[config.mk]
export PLATFORM = sky130hd
export DESIGN_NAME = data_cal_seq_flat
export DESIGN_NICKNAME = d
export VERILOG_FILES = /design/src/rtl/data_cal_seq_if.sv /design/src/rtl/data_cal_seq.sv /design/src/flat_wrapper.sv
export SDC_FILE = /design/constraint.sdc
export NUM_CORES = 1
export LEC_CHECK = 0
export CORE_ASPECT_RATIO = 1.2
export CORE_MARGIN = 3
export CORE_UTILIZATION = 32
export CTS_BUF_LIST = sky130_fd_sc_hd__clkbuf_4
export CTS_CLUSTER_SIZE = 16
export DETAILED_ROUTE_END_ITERATION = 12
export GPL_ROUTABILITY_DRIVEN = 0
export PLACE_DENSITY = 0.66
export SYNTH_ARGS = -nofsm -noshare
export SYNTH_HDL_FRONTEND = slang
export SYNTH_SLANG_ARGS = --single-unit
[constraint.sdc]
create_clock -name clk -period 7.8 [get_ports clk]
set_input_delay 1.17 -clock clk [delete_from_list [all_inputs] [get_ports clk]]
set_output_delay 1.17 -clock clk [all_outputs]
set_load 0.02 [all_outputs]
[src/rtl/data_cal_seq_if.sv]
// Job, datapath and response signals of the data_cal sequencer.
interface data_cal_seq_if;
  // job request
  logic        in_valid;
  logic        in_ready;
  logic [15:0] in_data;
  logic [2:0]  in_mask;
  // datapath drive and return
  logic [15:0] cal_d;
  logic [1:0]  cal_sel;
  logic [4:0]  cal_out;
  logic        cal_validout;
  // response
  logic        res_valid;
  logic        res_ready;
  logic [4:0]  res_sum1;
  logic [4:0]  res_sum2;
  logic [4:0]  res_sum3;
  logic [6:0]  res_total;
  logic        res_err;

  // sequencer side
  modport slave (
    input  in_valid, in_data, in_mask, cal_out, cal_validout, res_ready,
    output in_ready, cal_d, cal_sel, res_valid,
           res_sum1, res_sum2, res_sum3, res_total, res_err
  );

  // job producer / datapath / consumer side
  modport master (
    output in_valid, in_data, in_mask, cal_out, cal_validout, res_ready,
    input  in_ready, cal_d, cal_sel, res_valid,
           res_sum1, res_sum2, res_sum3, res_total, res_err
  );
endinterface

[src/rtl/data_cal_seq.sv]
// Sequencer for the data_cal nibble-sum datapath: loads a word with sel=0,
// issues the enabled sel codes 1..3 in ascending order, captures each
// registered sum one cycle later and presents the results on a held response.
module data_cal_seq (
  input  logic           clk,
  input  logic           rst,
  data_cal_seq_if.slave  bus
);

  localparam int unsigned DW = 16;
  localparam int unsigned MW = 3;
  localparam int unsigned CW = 2;
  localparam int unsigned SW = 5;
  localparam int unsigned TW = 7;

  typedef enum logic [1:0] {
    ST_IDLE  = 2'd0,
    ST_ISSUE = 2'd1,
    ST_DRAIN = 2'd2,
    ST_RESP  = 2'd3
  } state_e;

  state_e        state_q, state_d;
  logic [DW-1:0] data_q,  data_d;
  logic [MW-1:0] mask_q,  mask_d;
  logic [CW-1:0] code_q,  code_d;   // code being issued this cycle
  logic [CW-1:0] tag_q,   tag_d;    // code issued last cycle, 0 = none
  logic [SW-1:0] sum1_q,  sum1_d;
  logic [SW-1:0] sum2_q,  sum2_d;
  logic [SW-1:0] sum3_q,  sum3_d;
  logic          err_q,   err_d;
  logic [CW-1:0] nxt_code;
  logic [CW-1:0] first_code;
  logic          capture_en;

  // Lowest enabled code strictly above 'after'; 0 when none remain.
  function automatic logic [CW-1:0] next_code(input logic [MW-1:0] mask,
                                              input logic [CW-1:0] after);
    logic [CW-1:0] r;
    r = '0;
    for (int k = MW; k >= 1; k--) begin
      if (mask[k-1] && (CW'(k) > after)) r = CW'(k);
    end
    return r;
  endfunction

  assign nxt_code   = next_code(mask_q, code_q);
  assign first_code = next_code(bus.in_mask, CW'(0));
  assign capture_en = ((state_q == ST_ISSUE) || (state_q == ST_DRAIN)) &&
                      (tag_q != '0);

  // Next-state, capture and datapath drive
  always_comb begin
    state_d     = state_q;
    data_d      = data_q;
    mask_d      = mask_q;
    code_d      = code_q;
    tag_d       = tag_q;
    sum1_d      = sum1_q;
    sum2_d      = sum2_q;
    sum3_d      = sum3_q;
    err_d       = err_q;
    bus.in_ready  = 1'b0;
    bus.cal_sel   = '0;
    bus.cal_d     = data_q;
    bus.res_valid = 1'b0;

    // The sum for the tagged code arrives one cycle after it was issued
    if (capture_en) begin
      unique case (tag_q)
        2'd1:    sum1_d = bus.cal_out;
        2'd2:    sum2_d = bus.cal_out;
        2'd3:    sum3_d = bus.cal_out;
        default: ;
      endcase
      if (!bus.cal_validout) err_d = 1'b1;
    end

    unique case (state_q)
      ST_IDLE: begin
        bus.in_ready = 1'b1;
        bus.cal_d    = bus.in_data;
        tag_d        = '0;
        if (bus.in_valid) begin
          data_d  = bus.in_data;
          mask_d  = bus.in_mask;
          code_d  = first_code;
          sum1_d  = '0;
          sum2_d  = '0;
          sum3_d  = '0;
          err_d   = 1'b0;
          state_d = (bus.in_mask != '0) ? ST_ISSUE : ST_RESP;
        end
      end
      ST_ISSUE: begin
        bus.cal_sel = code_q;
        tag_d       = code_q;
        if (nxt_code == '0) begin
          code_d  = '0;
          state_d = ST_DRAIN;
        end else begin
          code_d  = nxt_code;
        end
      end
      ST_DRAIN: begin
        tag_d   = '0;
        state_d = ST_RESP;
      end
      ST_RESP: begin
        bus.res_valid = 1'b1;
        if (bus.res_ready) state_d = ST_IDLE;
      end
      default: state_d = ST_IDLE;
    endcase
  end

  // State and job registers
  always_ff @(posedge clk) begin
    if (rst) begin
      state_q <= ST_IDLE;
      data_q  <= '0;
      mask_q  <= '0;
      code_q  <= '0;
      tag_q   <= '0;
      sum1_q  <= '0;
      sum2_q  <= '0;
      sum3_q  <= '0;
      err_q   <= 1'b0;
    end else begin
      state_q <= state_d;
      data_q  <= data_d;
      mask_q  <= mask_d;
      code_q  <= code_d;
      tag_q   <= tag_d;
      sum1_q  <= sum1_d;
      sum2_q  <= sum2_d;
      sum3_q  <= sum3_d;
      err_q   <= err_d;
    end
  end

  assign bus.res_sum1  = sum1_q;
  assign bus.res_sum2  = sum2_q;
  assign bus.res_sum3  = sum3_q;
  assign bus.res_err   = err_q;
  // Three 5-bit sums fit in 7 bits, so the total cannot wrap
  assign bus.res_total = TW'(sum1_q) + TW'(sum2_q) + TW'(sum3_q);

endmodule

[src/flat_wrapper.sv]
// flat-port wrapper written by rule: the top's interface ports become plain ports
module data_cal_seq_flat 
  (clk, rst, bus_in_valid, bus_in_data, bus_in_mask, bus_cal_out, bus_cal_validout, bus_res_ready, bus_in_ready, bus_cal_d, bus_cal_sel, bus_res_valid, bus_res_sum1, bus_res_sum2, bus_res_sum3, bus_res_total, bus_res_err);
  data_cal_seq_if bus_i ();
  input  logic clk;
  input  logic rst;
  input wire logic [$bits(bus_i.in_valid)-1:0] bus_in_valid;
  input wire logic [$bits(bus_i.in_data)-1:0] bus_in_data;
  input wire logic [$bits(bus_i.in_mask)-1:0] bus_in_mask;
  input wire logic [$bits(bus_i.cal_out)-1:0] bus_cal_out;
  input wire logic [$bits(bus_i.cal_validout)-1:0] bus_cal_validout;
  input wire logic [$bits(bus_i.res_ready)-1:0] bus_res_ready;
  output wire logic [$bits(bus_i.in_ready)-1:0] bus_in_ready;
  output wire logic [$bits(bus_i.cal_d)-1:0] bus_cal_d;
  output wire logic [$bits(bus_i.cal_sel)-1:0] bus_cal_sel;
  output wire logic [$bits(bus_i.res_valid)-1:0] bus_res_valid;
  output wire logic [$bits(bus_i.res_sum1)-1:0] bus_res_sum1;
  output wire logic [$bits(bus_i.res_sum2)-1:0] bus_res_sum2;
  output wire logic [$bits(bus_i.res_sum3)-1:0] bus_res_sum3;
  output wire logic [$bits(bus_i.res_total)-1:0] bus_res_total;
  output wire logic [$bits(bus_i.res_err)-1:0] bus_res_err;
  assign bus_i.in_valid = bus_in_valid;
  assign bus_i.in_data = bus_in_data;
  assign bus_i.in_mask = bus_in_mask;
  assign bus_i.cal_out = bus_cal_out;
  assign bus_i.cal_validout = bus_cal_validout;
  assign bus_i.res_ready = bus_res_ready;
  assign bus_in_ready = bus_i.in_ready;
  assign bus_cal_d = bus_i.cal_d;
  assign bus_cal_sel = bus_i.cal_sel;
  assign bus_res_valid = bus_i.res_valid;
  assign bus_res_sum1 = bus_i.res_sum1;
  assign bus_res_sum2 = bus_i.res_sum2;
  assign bus_res_sum3 = bus_i.res_sum3;
  assign bus_res_total = bus_i.res_total;
  assign bus_res_err = bus_i.res_err;
  data_cal_seq u_core (.clk(clk), .rst(rst), .bus(bus_i));
endmodule
==> impl_metrics.toml, run 1 <==
[synthesis]
synth_top_area_share_pct = 35.81
yosys_warnings = 0
synth_edf_count = 0
async_reset_ff_share_pct = 0
ys_ff_latch = 41
syn-num-nets = 301
avgSynthCellArea_sq_um = 9.024
yosysSeqAreaShare_pct = 35.81
ys.flop_type = "dfxtp_1"
syn_area_sq_um = 2292
synth.area.top_cells = "dfxtp_1 (36%), ha_1 (8.7%), mux2i_1 (7.9%)"
synth_cell_types = 42
yosysMostFrequentCell = "nand2_1"
postSynthCellCount = 254
synthTopCellsByCount = "nand2_1 (42), dfxtp_1 (41), a21oi_1 (28)"
yosys.area.top_type = "dfxtp_1"

[critical_path]
max_stage_delay_ps = 620
worstSetupStartpoint = "u_core.bus.res_sum2[0]"
r2r-start = "u_core.state_q[1]"
cp_max_fo = 5
worst_r2r_path_depth = 5
setup.worst_path.end_class = "primary output"
critical_path_class = "reg2out"
cp_cell_sequence = "ha_1, fa_1, a21o_1, a21oi_1, xnor2_1, ha_1, a21oi_1, nand2_1, a31oi_1, xnor2_1, clkdlybuf4s50_1"
required_ps = 6630
cp_num_buf_inv = 1
crit_family = "adder cells"
crit_arrival_ps = 3310
crit_slowest_cell = "clkdlybuf4s50_1"
critical_path_depth = 11
start_kind = "register"

[pwr]
swShare_pct = 37.79
p_int_w = 0.0004457
p_per_area_nw_per_um2 = 233.9
irDropWorstVdd_v = 0.0001016
p_comb_share_pct = 48.5
clock_power_share_pct = 14.0
p_sw_w = 0.0002708
p_leak_nw = 1.318
p_seq_share_pct = 37.4

[routing]
wl_um = 5279
ant_nets = 0
drc = 0
vias = 1959
wl_per_cell_um = 13.00
firstDrtPassIters = 5
first_iter_violations = 49
viasPerCell = 4.825

[clock_network]
clk_path_buf_depth = 2
cts-root-buf = "clkbuf_4"
cts_resized = 0
numClockSinks = 41
cts_made_buffers = 5
tritoncts = "yes"
cts_setup_buffers = 0
clk_latency_ps = 340
clk_pin_slew_ps = 110
cts-htree-levels = 2
postCtsHoldBufs = 0

[finish]
drive_gt1_share_pct = 9.091
num_antenna_cells = 0
fill_cells = 680
seq_area_sq_um = 820.8
area_growth_pct = 33.62
nNetsFinal = 366
multi_input_area_sq_um = 1363

[grt]
antenna_found_initial = 0
first_global_vias = 1959
grt_max_degree = 27
grt_pass1_wl_um = 8970
groute.usage.overall_pct = 13.16
grt_remaining_overflow = 0

[timing]
setup-violations-final = 0
whs_ps = 459.4
rsz0062_at_grt = "false"
post-route-period-util_pct = 57.45
final.min_clock_period_ps = 4481
skew_ps = 11.63
setup_tns_ps = 0
hold_violations = 0
slew_headroom_pct = 31.83
fmax_ghz = 0.2232
report.final.slew_viol_count = 0
fin_ws_ps = 3319
tightest_slew_ps = 1019

[placed_design]
portBuffers = 71
hpwl_um = 4017
place_ws_ps = 3671

[die]
row_count = 33
die_w_um = 83.26
die-area_sq_um = 8219
initial_utilization_pct = 33.24
io_pins = 72
core_area_sq_um = 6895
dieHeight_um = 98.72

[outcome]
outcome = "finished clean"

[min_path]
min_delay_path_depth = 2
min_path_type = "reg2reg"
min-delay-start = "u_core.data_q[2]"

[job]
maxCapViolCount = 0
-- worst min-delay path, delay by kind of cell (launching register included) --
| family | cells | cell delay [ps] |
|---|---|---|
| DFF | 1 | 320 |
| and+or+nand+nor | 1 | 50 |
| AOI/OAI and AO/OA | 1 | 50 |
-- kinds of logic (layout without fill, tap and decap cells) --
group                      after synthesis  after routing  share of synthesized area [%]
AOI/OAI and AO/OA                       43             43                          11.19
adders and majority gates               18             18                          10.48
and+or+nand+nor                         95             95                          19.38
xor gates and xnor gates                 7              7                          2.675
buffers and inverters                   16             81                          4.749
DFF                                     41             41                          35.81
muxes                                   34             34                          15.72
-- through the flow --
stage	cell area, sq um	util, %	total power (W)	instances
after global placement	3014	43.71	0.0006222	399
final	3063	44.42	0.0007166	406
after detailed placement	3014	43.71	0.0006249	399
after global routing	3063	44.42	0.0007690	406
after floorplan	2292	-	0.0005182	254
after CTS	3063	44.42	0.0007283	406
-- worst paths after layout --
path / end / slack, ps
max reg2reg: u_core.bus.res_err / 4870
max: bus_res_total[5] / 3320
min: u_core.data_q[2] / 460
min reg2reg: u_core.data_q[2] / 460
-- final cells by class --
type | instances | area share [%]
flip-flops and latches | 41 | 26.80
repair buffers | 71 | 23.20
multi-input cells | 197 | 44.49
clock buffers | 6 | 1.471
well taps | 87 | 3.554
inverters | 3 | 0.3676
clock inverters | 1 | 0.1225
-- sequential cells by signal (all words and copies together) (netlist names) --
| register | flops |
|---|---|
| u_core.bus.res_sum2 | 5 |
| u_core.bus.res_err | 1 |
| u_core.bus.res_sum3 | 5 |
| u_core.code_q | 2 |
| u_core.state_q | 2 |
| u_core.data_q | 16 |
| u_core.tag_q | 2 |
| u_core.mask_q | 3 |
| u_core.bus.res_sum1 | 5 |
-- layout by cell type (no fill, tap or decap), drive strengths merged, types with 2 or more instances in the layout --
| cell | n |
|---|---|
| a21o | 4 |
| a21oi | 28 |
| and2 | 3 |
| clkbuf | 6 |
| clkdlybuf4s50 | 71 |
| dfxtp | 41 |
| fa | 2 |
| ha | 16 |
| inv | 3 |
| mux2 | 16 |
| mux2i | 18 |
| nand2 | 42 |
| nand2b | 4 |
| nand3 | 6 |
| nand3b | 4 |
| nand4 | 2 |
| nor2 | 24 |
| nor2b | 5 |
| nor3 | 3 |
| o21ai | 2 |
| xnor2 | 5 |
| xor2 | 2 |
-- power groups by stage --
stage	sequential [W]	clock (W)	combinational, W
after floorplan	0.000264	0	0.000254
after detailed placement	0.000273	0	0.000352
after global routing	0.000275	0.000113	0.000381
final	0.000268	0.000100	0.000348
after global placement	0.000272	0	0.000351
after CTS	0.000268	0.000106	0.000354
-- metal layers --
metal | wire length (um) | global-route usage (%) | vias to the layer above
met4 | 78 | 4.654 | 0
met1 | 2370 | 15.42 | 891
met5 | 0 | 0 | -
li1 | - | - | 1006
met3 | 242 | 3.177 | 7
met2 | 2588 | 23.33 | 55
(Power assumes the default switching activity.)
==> run 2, diff against run 1 <==
==> constraint.sdc (replaced) <==
create_clock -name clk -period 4.4 [get_ports clk]
set_input_delay 0.66 -clock clk [delete_from_list [all_inputs] [get_ports clk]]
set_output_delay 0.66 -clock clk [all_outputs]
set_load 0.02 [all_outputs]
==> run 2 against run 1 <==
Net effect:
- sequential share of layout area down 0.13 points
- via count rose by 1.6%
- total power increased by 78%
- clock skew is 4.2 ps higher
- hold slack improved by 1.0 ps
- routed wire length fell by 2.5%
- die area did not move
- critical path depth unchanged
- non-clock buffer count up 2
- sequential power up 77%
- register-to-register slack lost 2600 ps
- first-iteration DRC count rose by 8.2%
- largest cell class unchanged
- largest power group unchanged
==> impl_metrics.toml, run 2 (same netlist as run 1, synthesis figures left out) <==
[outcome]
outcome = "finished clean"

[finish]
regMostFlops = "u_core.data_q"
nNetsFinal = 368
most-common-layout-cells = "clkdlybuf4s50_1 (71), nand2_1 (42), dfxtp_1 (41)"
largest_register_ffs = 16
final_common_cell = "clkdlybuf4s50_1"
fill_cells = 677
seq_area_sq_um = 820.8
drive_gt1_share_pct = 9.657
multi_input_area_sq_um = 1363
fin_area_sq_um = 3078
area_growth_pct = 34.28
num_antenna_cells = 0
final_util_pct = 44.64

[die]
core_area_sq_um = 6895
die_w_um = 83.26
row_count = 33
initial_utilization_pct = 33.24
dieHeight_um = 98.72
die-area_sq_um = 8219
io_pins = 72

[timing]
skew_ps = 15.78
setup_tns_ps = 0
report.final.slew_viol_count = 0
tightest_slew_ps = 958.0
rsz0062_at_grt = "false"
fmax_ghz = 0.2521
post-route-period-util_pct = 90.14
slew_headroom_pct = 35.93
hold_violations = 0
setup-violations-final = 0
final.min_clock_period_ps = 3966

[clock_network]
cts_made_buffers = 5
postCtsHoldBufs = 0
numClockSinks = 41
cts-htree-levels = 2
clk_latency_ps = 340
cts_resized = 0
cts_setup_buffers = 0
tritoncts = "yes"
clk_pin_slew_ps = 110
cts-root-buf = "clkbuf_4"
clk_path_buf_depth = 2

[critical_path]
crit_arrival_ps = 3310
required_ps = 3740
critical_path_class = "reg2out"
worst_r2r_path_depth = 6
setup.worst_path.end_class = "primary output"
cp_cell_sequence = "ha_1, fa_1, a21o_1, a21oi_1, xnor2_1, ha_1, a21oi_1, nand2_1, a31oi_1, xnor2_1, clkdlybuf4s50_1"
r2r-end = "u_core.bus.res_sum1[3]"
cp-endpoint = "bus_res_total[5]"
r2r-start = "u_core.state_q[1]"
max_stage_delay_ps = 610
worstSetupStartpoint = "u_core.bus.res_sum2[0]"
cp_max_fo = 5
reg2reg_slack_ps = 2290
crit_slowest_cell = "clkdlybuf4s50_1"
start_kind = "register"

[routing]
viasPerCell = 4.880
wl_per_cell_um = 12.62
wl_um = 5149
firstDrtPassIters = 4
drc = 0
vias = 1991
ant_nets = 0
first_iter_violations = 53

[pwr]
p_sw_w = 0.0004790
irDropWorstVdd_v = 0.0002164
p_seq_share_pct = 37.1
p_comb_share_pct = 49.1
swShare_pct = 37.51
p_int_w = 0.0007980
p_leak_nw = 1.327
clock_power_share_pct = 13.7
p_per_area_nw_per_um2 = 414.9

[grt]
groute.usage.overall_pct = 12.81
grt_max_degree = 27
antenna_found_initial = 0
grt_remaining_overflow = 0
grt_pass1_wl_um = 8700
first_global_vias = 1978

[placed_design]
portBuffers = 71
place_area_sq_um = 3029
hpwl_um = 3947

[min_path]
min_path_type = "reg2reg"

[job]
maxCapViolCount = 0
-- run 2: changes by cell type in the layout (fill, tap and decap cells not counted), sizes merged --
cell,delta
buf,+2
-- run 2: power groups by stage --
stage                     combinational (W)  clock (W)  sequential [W]
final                              0.000627   0.000176        0.000474
after global placement             0.000635          0        0.000481
after CTS                          0.000636   0.000188        0.000474
after global routing               0.000683   0.000200        0.000485
after floorplan                    0.000450          0        0.000469
after detailed placement           0.000633          0        0.000483
-- run 2: metrics by stage --
stage / power [W] / setup slack (ps) / cells / hold slack, ps
global placement: 0.001116 / 871.3 / 401 / 439.5
global route: 0.001368 / 235.9 / 408 / 477.3
floorplan: 0.0009187 / 1347 / 254 / 430.3
CTS: 0.001298 / 395.1 / 408 / 464.0
finish: 0.001277 / 433.8 / 408 / 460.5
detailed placement: 0.001115 / 800.8 / 401 / 447.2
-- run 2: critical path, delay by kind of cell, from the launching register on --
family,cells,cell delay (ps)
compound gates,4,730
buf+inv,1,610
simple gates,1,70
flops,1,340
fa+ha+maj,3,940
xor+xnor,2,280
-- run 2: layout make-up --
type	count	share of cell area, %
well taps	87	3.537
clock buffers	6	1.463
repair buffers	73	23.58
inverters	3	0.3659
flip-flops and latches	41	26.67
clock inverters	1	0.1220
multi-input cells	197	44.27
-- run 2: how the worst min path moves through the flow --
stage	startpoint	endpoint	slack [ps]	cells past startpoint
3_3_place_gp	u_core.data_q[0]	u_core.data_q[0]	440	2
5_1_grt	u_core.data_q[8]	u_core.data_q[8]	480	2
6_report	u_core.data_q[5]	u_core.data_q[5]	460	2
4_1_cts	u_core.data_q[3]	u_core.data_q[3]	460	2
3_5_place_dp	u_core.data_q[3]	u_core.data_q[3]	450	2
2_1_floorplan	u_core.data_q[10]	u_core.data_q[10]	430	2
-- run 2: layer usage --
layer	track usage [%]	routed length (um)
met5	0	0
met4	5.283	100
met3	3.094	246
met2	22.47	2465
met1	14.90	2336
==> run 3, diff against run 2 <==
--- a/config.mk
+++ b/config.mk
@@ -13,6 +13,7 @@
 export DETAILED_ROUTE_END_ITERATION = 12
 export GPL_ROUTABILITY_DRIVEN = 0
 export PLACE_DENSITY = 0.66
+export SKIP_LAST_GASP = 1
 export SYNTH_ARGS = -nofsm -noshare
 export SYNTH_HDL_FRONTEND = slang
 export SYNTH_SLANG_ARGS = --single-unit
==> results of run 3 <==
Same layout as run 2: the final DEF is identical, and so are final timing and power.
